`config.mk`:
```
export PLATFORM = sky130hd
export DESIGN_NAME = jam_cost_server
export DESIGN_NICKNAME = d
export VERILOG_FILES = /design/src/rtl/jam_cost_server.sv
export SDC_FILE = /design/constraint.sdc
export NUM_CORES = 1
export LEC_CHECK = 0
export ABC_CLOCK_PERIOD_IN_PS = 2500
export CAP_MARGIN = 20
export CORE_MARGIN = 1.5
export CORE_UTILIZATION = 55
export CTS_CLUSTER_SIZE = 8
export DETAILED_ROUTE_END_ITERATION = 10
export PLACE_DENSITY_LB_ADDON = 0.05
export SLEW_MARGIN = 20
export SYNTH_ARGS = -nofsm -noshare
export SYNTH_HDL_FRONTEND = slang
export SYNTH_SLANG_ARGS = --single-unit
```
`constraint.sdc`:
```
create_clock -name CLK -period 2.5 [get_ports CLK]
set_input_delay 0.5 -clock CLK [delete_from_list [all_inputs] [get_ports CLK]]
set_output_delay 0.5 -clock CLK [all_outputs]
set_load 0.005 [all_outputs]
```
`src/rtl/jam_cost_server.sv`:
```
// jam_cost_server: host-side companion for the JAM assignment engine.
// Loads a 64-entry worker x job cost table, holds JAM in reset while
// loading, then releases it, serves its cost lookups and returns the
// result (or a timeout marker) over a valid/ready result port.
module jam_cost_server #(
  parameter int RST_CYCLES = 2,
  parameter int TIMEOUT    = 1000000
) (
  input  logic       CLK,
  input  logic       RST,
  input  logic       load_valid,
  output logic       load_ready,
  input  logic [6:0] load_data,
  output logic       jam_rst,
  input  logic [2:0] W,
  input  logic [2:0] J,
  output logic [6:0] Cost,
  input  logic       Valid,
  input  logic [9:0] MinCost,
  input  logic [3:0] MatchCount,
  output logic       res_valid,
  input  logic       res_ready,
  output logic [9:0] res_min_cost,
  output logic [3:0] res_match_count,
  output logic       res_timeout
);

  typedef enum logic [1:0] {
    S_LOAD  = 2'd0,
    S_START = 2'd1,
    S_RUN   = 2'd2,
    S_DONE  = 2'd3
  } state_t;

  // Last START count before release, and last RUN count before giving up.
  localparam logic [15:0] RST_LAST = 16'(RST_CYCLES - 1);
  localparam logic [19:0] TO_LAST  = 20'(TIMEOUT - 1);

  state_t      state_q, state_d;
  logic [5:0]  load_cnt_q, load_cnt_d;
  logic [15:0] rst_cnt_q, rst_cnt_d;
  logic [19:0] cyc_cnt_q, cyc_cnt_d;
  logic        jam_rst_q, jam_rst_d;
  logic        res_valid_q, res_valid_d;
  logic [9:0]  res_min_cost_q, res_min_cost_d;
  logic [3:0]  res_match_count_q, res_match_count_d;
  logic        res_timeout_q, res_timeout_d;

  // Cost table; JAM reads it asynchronously, so no read register here.
  logic [6:0]  cost_mem_q [0:63];

  logic        load_fire;
  logic        last_word;
  logic        start_last;
  logic        timeout_hit;
  logic        res_fire;

  assign load_fire   = (state_q == S_LOAD) && load_valid;
  assign last_word   = load_fire && (load_cnt_q == 6'd63);
  assign start_last  = (state_q == S_START) && (rst_cnt_q == RST_LAST);
  assign timeout_hit = (cyc_cnt_q == TO_LAST);
  assign res_fire    = (state_q == S_DONE) && res_valid_q && res_ready;

  // State register with synchronous active-low reset.
  always_ff @(posedge CLK) begin
    if (!RST) begin
      state_q <= S_LOAD;
    end else begin
      state_q <= state_d;
    end
  end

  // Next-state logic: LOAD -> START -> RUN -> DONE -> LOAD.
  always_comb begin
    state_d = state_q;
    case (state_q)
      S_LOAD:  if (last_word) state_d = S_START;
      S_START: if (start_last) state_d = S_RUN;
      S_RUN:   if (Valid || timeout_hit) state_d = S_DONE;
      S_DONE:  if (res_fire) state_d = S_LOAD;
      default: state_d = S_LOAD;
    endcase
  end

  // Moore outputs: load handshake and the JAM cost read port.
  always_comb begin
    load_ready = (state_q == S_LOAD);
    Cost       = 7'd0;
    if (state_q != S_LOAD) begin
      Cost = cost_mem_q[{W, J}];
    end
  end

  // Counter and result next-state values.
  always_comb begin
    load_cnt_d        = load_cnt_q;
    rst_cnt_d         = 16'd0;
    cyc_cnt_d         = 20'd0;
    res_valid_d       = res_valid_q;
    res_min_cost_d    = res_min_cost_q;
    res_match_count_d = res_match_count_q;
    res_timeout_d     = res_timeout_q;

    // Load index wraps naturally from 63 to 0 on the last word.
    if (load_fire) begin
      load_cnt_d = load_cnt_q + 6'd1;
    end

    // START counter is zero on entry because it idles at zero elsewhere.
    if (state_q == S_START) begin
      rst_cnt_d = rst_cnt_q + 16'd1;
    end

    if (state_q == S_RUN) begin
      cyc_cnt_d = cyc_cnt_q + 20'd1;
      // A genuine result takes priority over a simultaneous timeout.
      if (Valid) begin
        res_valid_d       = 1'b1;
        res_min_cost_d    = MinCost;
        res_match_count_d = MatchCount;
        res_timeout_d     = 1'b0;
      end else if (timeout_hit) begin
        res_valid_d       = 1'b1;
        res_min_cost_d    = 10'd1023;
        res_match_count_d = 4'd0;
        res_timeout_d     = 1'b1;
      end
    end

    if (res_fire) begin
      res_valid_d = 1'b0;
      load_cnt_d  = 6'd0;
    end
  end

  // JAM runs only while the FSM sits in RUN; registered so it is glitch-free.
  always_comb begin
    jam_rst_d = (state_d != S_RUN);
  end

  // Datapath registers with synchronous active-low reset.
  always_ff @(posedge CLK) begin
    if (!RST) begin
      load_cnt_q        <= 6'd0;
      rst_cnt_q         <= 16'd0;
      cyc_cnt_q         <= 20'd0;
      jam_rst_q         <= 1'b1;
      res_valid_q       <= 1'b0;
      res_min_cost_q    <= 10'd0;
      res_match_count_q <= 4'd0;
      res_timeout_q     <= 1'b0;
    end else begin
      load_cnt_q        <= load_cnt_d;
      rst_cnt_q         <= rst_cnt_d;
      cyc_cnt_q         <= cyc_cnt_d;
      jam_rst_q         <= jam_rst_d;
      res_valid_q       <= res_valid_d;
      res_min_cost_q    <= res_min_cost_d;
      res_match_count_q <= res_match_count_d;
      res_timeout_q     <= res_timeout_d;
    end
  end

  // Table write port; contents survive reset, only writes are blocked.
  always_ff @(posedge CLK) begin
    if (RST && load_fire) begin
      cost_mem_q[load_cnt_q] <= load_data;
    end
  end

  assign jam_rst         = jam_rst_q;
  assign res_valid       = res_valid_q;
  assign res_min_cost    = res_min_cost_q;
  assign res_match_count = res_match_count_q;
  assign res_timeout     = res_timeout_q;

endmodule
```
==> impl_metrics.env, run 1 <==
export IMPL_syn_area_um2=20100
export IMPL_drv_slew=0
export IMPL_grt_pass1_wl_mm=72.1
export IMPL_h_tree_depth=3
export IMPL_worstRegToRegCells=8
export IMPL_max_freq_mhz=347
export IMPL_period_minus_slack_ns=2.88
export IMPL_yosysSeqAreaShare_pct=73.0
export IMPL_drt_first_pass_iters=5
export IMPL_die_height_um=194
export IMPL_syn_avg_cell_area_um2=18.4
export IMPL_status="complete, but fails checks"
export IMPL_cts_tree="built"
export IMPL_hp_class="in -> reg"
export IMPL_maxCapViolations=0
export IMPL_yosysMostFrequentCell="edfxtp_1"
export IMPL_synthDominantCellAreaShare_pct=66.9
export IMPL_p_leak_nw=8.40
export IMPL_hpwl_mm=29.6
export IMPL_syn_to_final_growth_pct=24.0
export IMPL_placed_area_um2=22500
export IMPL_design_area_um2=24900
export IMPL_cp_max_fo=1
export IMPL_holdPathStages=2
export IMPL_antennaDiodeCount=0
export IMPL_track_usage_pct=26.1
export IMPL_wl_met2_mm=23.7
export IMPL_synthFlopType="edfxtp_1"
export IMPL_routedWlPerCell_um=25.7
export IMPL_initial_utilization_pct=56.3
export IMPL_rows=69
export IMPL_grt_max_degree=65
export IMPL_routed_wl_mm=47.4
export IMPL_final_cell_count_no_fill=1842
export IMPL_endpoint_kind="output port"
export IMPL_synth_edff_count=448
export IMPL_drtIter0Drc=966
export IMPL_post_route_period_util_pct=115
export IMPL_cts_buffers=73
export IMPL_path_class="reg -> out"
export IMPL_drc=0
export IMPL_drive_gt1_share_pct=32.2
export IMPL_synth_area_top_cells="edfxtp_1 (67%), mux4_2 (12%), dfxtp_1 (6.1%)"
export IMPL_cts_hold_buf=0
export IMPL_finalSetupTns_ns=-2.11
export IMPL_clk_latency_ns=0.58
export IMPL_setup_violations=7
export IMPL_clockBufferDepth=3
export IMPL_vias=11032
export IMPL_num_io_pins=57
export IMPL_relSlewSlack_pct=53.3
export IMPL_ys_warn_count=0
export IMPL_die_w_um=194
export IMPL_tightest_slew_ns=0.696
export IMPL_skew_ns=0.0150
export IMPL_place_inst=1728
export IMPL_clock_sinks=509
export IMPL_async_flop_share_pct=0
export IMPL_gp_congestion=0.870
export IMPL_rsz0062_at_grt="yes"
export IMPL_wl_met1_mm=19.7
export IMPL_powerDensity_nw_per_um2=773
export IMPL_antenna_found_initial=0
export IMPL_core_um2=35700
export IMPL_synthCells=1094
export IMPL_vias_per_cell=5.99
export IMPL_crit_arrival_ns=2.38
export IMPL_cp_start_kind="register"
export IMPL_ys_top_cells_by_count="edfxtp_1 (448), nor2_1 (115), mux4_2 (109)"
export IMPL_hold_slack_ns=0.415
export IMPL_top_layer="met4"
export IMPL_violations="negative setup slack"
export IMPL_yosysTopAreaCell="edfxtp_1"
export IMPL_nets=1385
export IMPL_root_buffer="clkbuf_16"
export IMPL_ys_ff_latch=509
export IMPL_grt_pass1_vias=11633
export IMPL_gr_total_overflow=0
export IMPL_met3_length_mm=3.08
export IMPL_setup_slack_ns=-0.379
export IMPL_drtAntennaViolNets=0
export IMPL_synth_fp_nets=1130
export IMPL_hold_viol=0
export IMPL_port_buffers=56
export IMPL_peakVddDrop_uv=450
export IMPL_yosysUniqueCellTypes=57
export IMPL_die_area_um2=37700
export IMPL_critPathRequiredTime_ns=2.00
export IMPL_clk_pin_slew_ns=0.05
-- logic make-up after synthesis --
| kind of cell | count (synthesis) | share of synthesized area [%] |
|---|---|---|
| fa+ha+maj | 4 | 0.249 |
| simple gates | 269 | 6.33 |
| buf+inv | 58 | 1.70 |
| compound gates | 74 | 2.63 |
| flops | 509 | 73.0 |
| mux | 149 | 14.8 |
| xor+xnor | 31 | 1.35 |
-- area by class of cell --
class | count | area [um2]
timing repair buffer | 234 | 2260
inverter | 4 | 15.0
clock inverter | 2 | 13.8
sequential | 509 | 14700
clock buffer | 105 | 2070
fill | 2361 | 10800
tap | 461 | 577
multi-input combinational | 527 | 5320
-- through the flow --
stage	setup WS, ns	total power [mW]	utilization, %
detailed placement	-0.845	10.3	62.9
CTS	-0.419	19.4	69.5
global route	-0.420	19.8	69.8
global placement	-0.865	10.3	62.9
floorplan	0.0302	9.86	-
finish	-0.379	19.3	69.8
-- routing by layer --
metal  GRT usage (%)  vias up
met4            7.73        0
met3            5.83       68
met2            42.7      374
met1            35.6     5706
li1                -     4884
met5               0        -
-- path summary, 6_finish.rpt --
check                    startpoint                 to  slack, ns
setup / recovery  cost_mem_q[57][5]            Cost[5]      -0.38
setup reg to reg         state_q[0]  cost_mem_q[56][3]       0.43
hold / removal         load_data[1]   cost_mem_q[5][1]       0.42
hold reg to reg        cyc_cnt_q[0]       cyc_cnt_q[0]       0.45
-- critical path: stages (launching register included) --
cell and delay [ns]:
edfxtp_1 0.38, mux4_2 0.48, mux4_2 0.54, a22oi_2 0.16, o21ai_2 0.10, buf_2 0.14
-- timing repair --
item | CTS | global route
resized for setup | 80 | 11
cloned | 2 | 0
pin swaps | 15 | 8
endpoints found under the setup margin | 7 | 7
buffers inserted | 5 | 3
-- report_power, final --
part	internal, mW	switching (mW)	total, mW
Combinational	0.461	0.509	0.970
Clock	5.65	3.37	9.01
Sequential	9.27	0.00871	9.28
Total	15.4	3.88	19.3
-- sequential cells by signal (all words and copies together), names as in the netlist --
| signal | cells |
|---|---|
| cost_mem_q | 448 |
| cyc_cnt_q | 20 |
| jam_rst | 1 |
| load_cnt_q | 6 |
| res_match_count | 4 |
| res_min_cost | 10 |
| res_timeout | 1 |
| res_valid | 1 |
| rst_cnt_q | 16 |
| state_q | 2 |
-- cell usage in the layout (no fill, tap or decap), types with 6 or more instances in the layout --
cell type and instances:
buf_6 6, clkdlybuf4s50_1 38, nor4_1 6, clkbuf_1 26
clkbuf_16 79, mux4_2 113, and3_1 9, o221a_2 10
a21oi_1 13, xnor2_1 8, buf_4 145, nor2b_1 10
nand2_1 43, buf_12 27, nand4_1 9, buf_2 13
edfxtp_1 448, mux2i_2 7, dfxtp_1 61, nand2b_1 6
xor2_1 23, nor2_1 113, nor3_1 6, o21ai_0 10
or3_1 7, nand3_1 29, mux2i_1 19
Note: power is estimated with default switching activity, not from simulation.
==> run 2, diff against run 1 <==
- SLEW_MARGIN: 20 -> 15
==> results of run 2 <==
Same layout as run 1: the final DEF is identical, and so are final timing and power.
==> run 3, diff against run 2 <==
- CAP_MARGIN: 20 -> default
- CORE_MARGIN: 1.5 -> 2
- CORE_UTILIZATION: 55 -> 50
==> impl_metrics.env, run 3 (synthesis results as in run 1) <==
export IMPL_antennaDiodeCount=0
export IMPL_setup_violations=7
export IMPL_track_usage_pct=24.1
export IMPL_hold_viol=0
export IMPL_clock_sinks=509
export IMPL_drive_gt1_share_pct=33.7
export IMPL_cts_buffers=73
export IMPL_final_common_cell="edfxtp_1"
export IMPL_peakVddDrop_uv=518
export IMPL_core_um2=39700
export IMPL_routed_wl_mm=48.4
export IMPL_die_height_um=205
export IMPL_top_register="cost_mem_q"
export IMPL_status="complete, but fails checks"
export IMPL_hpwl_mm=30.6
export IMPL_drv_slew=0
export IMPL_routedWlPerCell_um=24.9
export IMPL_vias=11195
export IMPL_setup_slack_ns=-0.392
export IMPL_p_leak_nw=8.59
export IMPL_antenna_found_initial=0
export IMPL_vias_per_cell=5.76
export IMPL_post_route_period_util_pct=116
export IMPL_clk_pin_slew_ns=0.05
export IMPL_powerDensity_nw_per_um2=760
export IMPL_drc=0
export IMPL_grt_pass1_wl_mm=72.6
export IMPL_h_tree_depth=3
export IMPL_die_area_um2=41800
export IMPL_clockBufferDepth=3
export IMPL_rows=73
export IMPL_drtIter0Drc=976
export IMPL_gp_congestion=0.885
export IMPL_largest_register_ffs=448
export IMPL_path_class="reg -> out"
export IMPL_relSlewSlack_pct=52.3
export IMPL_nets=1418
export IMPL_rsz0062_at_grt="yes"
export IMPL_max_freq_mhz=346
export IMPL_worstRegToRegCells=4
export IMPL_cts_tree="built"
export IMPL_gr_total_overflow=0
export IMPL_hp_class="in -> reg"
export IMPL_holdPathStages=1
export IMPL_num_io_pins=57
export IMPL_crit_arrival_ns=2.39
export IMPL_cp_max_fo=1
export IMPL_fin_total_pwr_mw=19.2
export IMPL_syn_to_final_growth_pct=25.8
export IMPL_port_buffers=56
export IMPL_critPathRequiredTime_ns=2.00
export IMPL_period_minus_slack_ns=2.89
export IMPL_die_w_um=205
export IMPL_grt_max_degree=65
export IMPL_root_buffer="clkbuf_16"
export IMPL_largestRegisters="cost_mem_q (448), cyc_cnt_q (20), rst_cnt_q (16)"
export IMPL_endpoint_kind="output port"
export IMPL_grt_pass1_vias=11543
export IMPL_tightest_slew_ns=0.716
export IMPL_cp_start_kind="register"
export IMPL_initial_utilization_pct=50.6
export IMPL_maxCapViolations=0
export IMPL_fin_util_pct=63.7
export IMPL_drt_first_pass_iters=5
export IMPL_drtAntennaViolNets=0
export IMPL_clk_latency_ns=0.58
export IMPL_skew_ns=0.0130
export IMPL_violations="negative setup slack"
export IMPL_layout_common_cells="edfxtp_1 (448), buf_4 (171), mux4_2 (115), nor2_1 (112), clkbuf_16 (77)"
[run 3: worst max-delay path, cell delays in order (launching register included)]
cell and delay, ns:
edfxtp_1 0.36, mux4_2 0.50, mux4_2 0.53, a22oi_2 0.20, o21ai_2 0.10, buf_2 0.14
[run 3: path summary, 6_finish.rpt]
| kind | from | end | slack [ns] |
|---|---|---|---|
| worst min-delay path | load_data[5] | cost_mem_q[41][5] | 0.16 |
| worst max-delay path | cost_mem_q[19][5] | Cost[5] | -0.39 |
| worst max register to register | cyc_cnt_q[9] | res_min_cost[0] | 0.38 |
| worst min register to register | cyc_cnt_q[0] | cyc_cnt_q[0] | 0.46 |
[run 3: through the flow]
stage | hold WS, ns | area [um2] | TNS [ns] | cells | setup WS [ns]
6_report | 0.156 | 25300 | -2.16 | 1942 | -0.392
5_1_grt | 0.148 | 25300 | -2.58 | 1942 | -0.477
4_1_cts | 0.138 | 25300 | -2.38 | 1941 | -0.448
3_5_place_dp | 0.458 | 22700 | -5.46 | 1809 | -0.830
3_3_place_gp | 0.427 | 22700 | -5.42 | 1809 | -0.824
2_1_floorplan | 0.418 | 20100 | 0 | 1094 | 0.0302
[run 3: final cells by class]
type	count	area [um2]
sequential	509	14700
inverter	4	15.0
multi-input combinational	527	5300
clock inverter	2	17.5
fill	2829	14400
clock buffer	108	2050
timing repair buffer	267	2600
tap	525	657
[run 3: report_power, final]
| group | leakage, nW | switching [mW] | internal, mW |
|---|---|---|---|
| Combinational | 3.07 | 0.519 | 0.502 |
| Clock | 1.00 | 3.34 | 5.58 |
| Sequential | 4.52 | 0.00921 | 9.27 |
| Total | 8.59 | 3.87 | 15.4 |
[run 3: routing by layer]
| metal | vias to the layer above | track usage, % | wire [um] | part of all wire (%) |
|---|---|---|---|---|
| li1 | 4966 | - | - | - |
| met1 | 5756 | 33.4 | 20700 | 43 |
| met2 | 386 | 38.3 | 23100 | 48 |
| met3 | 87 | 5.00 | 3220 | 6.6 |
| met4 | 0 | 8.41 | 1350 | 2.8 |
| met5 | - | 0 | 0 | 0 |
[run 3: repair_timing]
action | 4_1_cts | 5_1_grt
buffers inserted | 21 | 1
pin swaps | 21 | 9
endpoints found under the setup margin | 7 | 7
gates resized for setup | 95 | 10
gates cloned | 3 | 0
hold buffers | 0 | 0
